<file path="config.mk">
export PLATFORM = sky130hd
export DESIGN_NAME = gray_counter_ud
export DESIGN_NICKNAME = d
export VERILOG_FILES = /design/src/rtl/gray_counter_ud.sv
export SDC_FILE = /design/constraint.sdc
export NUM_CORES = 1
export LEC_CHECK = 0
export ABC_AREA = 1
export BUFFER_PORTS_ARGS = -buffer_cell sky130_fd_sc_hd__buf_2
export CAP_MARGIN = 30
export CORE_ASPECT_RATIO = 0.7
export CORE_MARGIN = 4
export CORE_UTILIZATION = 35
export DETAILED_ROUTE_END_ITERATION = 10
export PLACE_DENSITY_LB_ADDON = 0.2
export REMOVE_ABC_BUFFERS = 1
export SYNTH_ARGS = -nofsm -noshare
export SYNTH_HDL_FRONTEND = slang
export SYNTH_SLANG_ARGS = --single-unit
</file>
<file path="constraint.sdc">
create_clock -name clk -period 2.6 [get_ports clk]
set_clock_uncertainty 0.05 [all_clocks]
set_input_delay 0.78 -clock clk [delete_from_list [all_inputs] [get_ports clk]]
set_output_delay 0.78 -clock clk [all_outputs]
set_load 0.03 [all_outputs]
</file>
<file path="src/rtl/gray_counter_ud.sv">
// Parametrised up/down Gray-code counter with load, clear, wrap/saturate, terminal count and overflow pulse.
// Gray output comes straight from flops; with MAX_COUNT < 2**WIDTH-1 the wrap step may flip several bits.
module gray_counter_ud #(
  parameter int unsigned      WIDTH       = 8,
  parameter logic [WIDTH-1:0] MAX_COUNT   = {WIDTH{1'b1}},
  parameter logic [WIDTH-1:0] RESET_VALUE = '0,
  parameter bit               SATURATE    = 1'b0
) (
  input  logic             clk,
  input  logic             rst,
  input  logic             en,
  input  logic             up_dn,
  input  logic             clr,
  input  logic             load,
  input  logic [WIDTH-1:0] load_val,
  output logic [WIDTH-1:0] out,
  output logic [WIDTH-1:0] bin,
  output logic             tc,
  output logic             ovf
);

  localparam logic [WIDTH-1:0] ZERO = '0;
  localparam logic [WIDTH-1:0] ONE  = WIDTH'(1);

  logic [WIDTH-1:0] bin_next;
  logic             ovf_next;

  // Next-count selection: clr > load > en; end-of-range steps wrap or hold and raise ovf.
  always_comb begin
    bin_next = bin;
    ovf_next = 1'b0;
    if (clr) begin
      bin_next = ZERO;
    end else if (load) begin
      bin_next = (load_val > MAX_COUNT) ? MAX_COUNT : load_val;
    end else if (en) begin
      if (up_dn) begin
        if (bin == MAX_COUNT) begin
          bin_next = SATURATE ? MAX_COUNT : ZERO;
          ovf_next = 1'b1;
        end else begin
          bin_next = bin + ONE;
        end
      end else begin
        if (bin == ZERO) begin
          bin_next = SATURATE ? ZERO : MAX_COUNT;
          ovf_next = 1'b1;
        end else begin
          bin_next = bin - ONE;
        end
      end
    end
  end

  // Gray register is loaded from the converted next value so out and bin always match.
  always_ff @(posedge clk or posedge rst) begin
    if (rst) begin
      bin <= RESET_VALUE;
      out <= RESET_VALUE ^ (RESET_VALUE >> 1);
      ovf <= 1'b0;
    end else begin
      bin <= bin_next;
      out <= bin_next ^ (bin_next >> 1);
      ovf <= ovf_next;
    end
  end

  assign tc = up_dn ? (bin == MAX_COUNT) : (bin == ZERO);

endmodule

</file>
==> impl_metrics.env <==
export IMPL_slowest_delay_ns=0.44
export IMPL_cts_sinks=16
export IMPL_worstSetupEndpointType="output pin"
export IMPL_finalSetupTns_ns=0
export IMPL_grt_antenna_before_repair=0
export IMPL_n_antenna_cell=0
export IMPL_cts_setup_buffers=0
export IMPL_r2r_start="bin[0]$_DFF_PP0_"
export IMPL_synthArstFlopShare_pct=100
export IMPL_root_buffer="clkbuf_8"
export IMPL_post_drt_wl_per_cell_um=11.6
export IMPL_grt_max_degree=17
export IMPL_hold_path_class="input pin to async pin"
export IMPL_multi_input_area_um2=736
export IMPL_fin_crit_ns=2.47
export IMPL_drive_above_1_share_pct=27.7
export IMPL_fill_cells=417
export IMPL_vdd_drop_max_v=0.000300
export IMPL_dpl_hpwl_um=2580
export IMPL_portBuffers=31
export IMPL_timing_critical_path_from="bin[0]$_DFF_PP0_"
export IMPL_ys_ff_latch=16
export IMPL_relSlewSlack_pct=59.5
export IMPL_finalSetupViolCount=0
export IMPL_p_per_area_nw_per_um2=526
export IMPL_chipWidth_um=81.2
export IMPL_numCtsBuffers=3
export IMPL_maxCapViolCount=0
export IMPL_whs_ns=0.533
export IMPL_r2r_setup_slack_ns=0.76
export IMPL_fin_area_um2=1520
export IMPL_initial_core_util_pct=36.9
export IMPL_rows=18
export IMPL_hold_buffers=0
export IMPL_critPathArrivalTime_ns=1.64
export IMPL_cts_tree="done"
export IMPL_synth_area_leaders="dfrtp_1 30%, nand2_1 17%, nand3_1 7.6%, inv_1 6.3%, nor2_1 5.1%"
export IMPL_grt_pass1_vias=1170
export IMPL_final_common_cell="nand2_1"
export IMPL_path_buf_inv=3
export IMPL_htree_levels=1
export IMPL_rsz0062_at_grt="false"
export IMPL_io_pins=32
export IMPL_grt_usage_pct=15.0
export IMPL_grt_pass1_wl_um=5490
export IMPL_worstPathRequired_ns=1.77
export IMPL_clock_path_buffers=2
export IMPL_vias_per_cell=4.63
export IMPL_max_freq_mhz=404
export IMPL_path_class="register to output pin"
export IMPL_ys_warn_count=0
export IMPL_startpoint_type="register"
export IMPL_regArea_um2=400
export IMPL_final_util_pct=42.8
export IMPL_synth_edf_count=0
export IMPL_worst_pin_slew_ns=0.606
export IMPL_die_h_um=59.3
export IMPL_drv_slew=0
export IMPL_path_cells="inv_1 > ha_1 > nand2_1 > nor2_4 > inv_1 > o21ai_2 > buf_2"
export IMPL_worstSkewPairLatency_ns=0.25
export IMPL_synthToLayoutAreaGrowth_pct=15.8
export IMPL_cpMostUsedCell="inv_1"
export IMPL_layout_common_cells="58 x nand2_1, 31 x buf_2, 22 x inv_1"
export IMPL_crit_fanout=6
export IMPL_synth_cell_type_count=27
export IMPL_finalHoldViolations=0
export IMPL_vias=1250
export IMPL_nets=238
export IMPL_fin_crit_sh_pct=95.1
export IMPL_worst_path_max_delay_cell="dfrtp_1"
export IMPL_placedInstanceArea_um2=1470
export IMPL_crit_family="flip-flops"
export IMPL_drc=0
export IMPL_p_leak_uw=0.000852
export IMPL_synth_flop_cell="dfrtp_1"
export IMPL_yosysTopAreaCell="dfrtp_1"
export IMPL_dr_pass1_iters=4
export IMPL_syn_inst=191
export IMPL_clkSlewWorstSetupHoldPaths_ns=0.07
export IMPL_synth_top_area_share_pct=30.5
export IMPL_gp_congestion=0.870
export IMPL_syn_avg_cell_area_um2=6.88
export IMPL_antenna_left=0
export IMPL_drtIter0Drc=84
export IMPL_dieArea_um2=4810
export IMPL_cts_resized=0
export IMPL_status="complete, no violations"
export IMPL_grt_overflow=0
export IMPL_seq_area_frac_synth_pct=30.5
export IMPL_finalWirelength_um=3130
export IMPL_coreArea_um2=3560
export IMPL_syn_area_um2=1310
==> sequential cells by signal, summed over array words and instances (netlist names) <==
signal / flops
ovf: 1
out: 7
bin: 8
==> worst reg2reg max path, cell delays in order, from the launching register on <==
cell and delay [ns]:
dfrtp_1 0.44, inv_1 0.12, ha_1 0.32, xnor2_1 0.16, nand2_1 0.08, o211ai_1 0.08
nand2_1 0.07, nor2_1 0.21, inv_1 0.09, nand3_1 0.07, nand2_1 0.05
==> final timing paths <==
check	to	cells past startpoint
worst min-delay path	out[0]$_DFF_PP0_	2
min in group clk	bin[0]$_DFF_PP0_	3
max in group asynchronous	out[5]$_DFF_PP0_	2
worst min register to register	bin[0]$_DFF_PP0_	3
worst max-delay path	tc	7
worst max register to register	out[0]$_DFF_PP0_	10
==> power breakdown <==
part	switching (µW)	internal [µW]	total (µW)	leakage [µW]
Clock	89.4	135	224	0.0000288
Sequential	28.0	274	301	0.000203
Combinational	186	89.3	275	0.000619
Total	303	497	801	0.000852
==> synth_stat cells (2+ instances only) <==
cell type  instances
nand2_1           58
inv_1             22
nand3_1           20
nor2_1            18
dfrtp_1           16
nand2_2            9
a21oi_1            7
o21ai_0            7
buf_6              4
inv_2              4
ha_1               3
buf_4              2
nand3_2            2
nand4_1            2
nor2_2             2
nor2_4             2
xnor2_1            2
xor2_1             2
==> metrics by stage <==
step	instances	total power [µW]	worst slack, ns
floorplan	183	501	0.352
global placement	266	583	0.355
detailed placement	266	582	0.320
CTS	270	808	0.119
global route	270	859	0.00613
finish	270	801	0.128
==> area by class of cell <==
type | instances | share of cell area [%]
clock buffers | 4 | 3.62
well taps | 50 | 4.11
inverters | 26 | 6.41
flip-flops and latches | 16 | 26.3
repair buffers | 33 | 11.2
multi-input cells | 141 | 48.4
==> routing by layer <==
layer | vias to the layer above | global-route usage (%) | share of wire (%)
li1 | 648 | - | -
met1 | 550 | 22.5 | 52
met5 | - | 0 | 0
met3 | 5 | 4.26 | 7.6
met2 | 47 | 21.4 | 40
met4 | 0 | 2.89 | 0.86
==> cell families after synthesis <==
group | share of synthesized area [%]
and+or+nand+nor | 41.7
buffers and inverters | 13.5
AOI/OAI and AO/OA | 8.76
DFF | 30.5
xor gates and xnor gates | 2.67
adders and majority gates | 2.86
No activity file was read; power rests on OpenSTA's default activity.
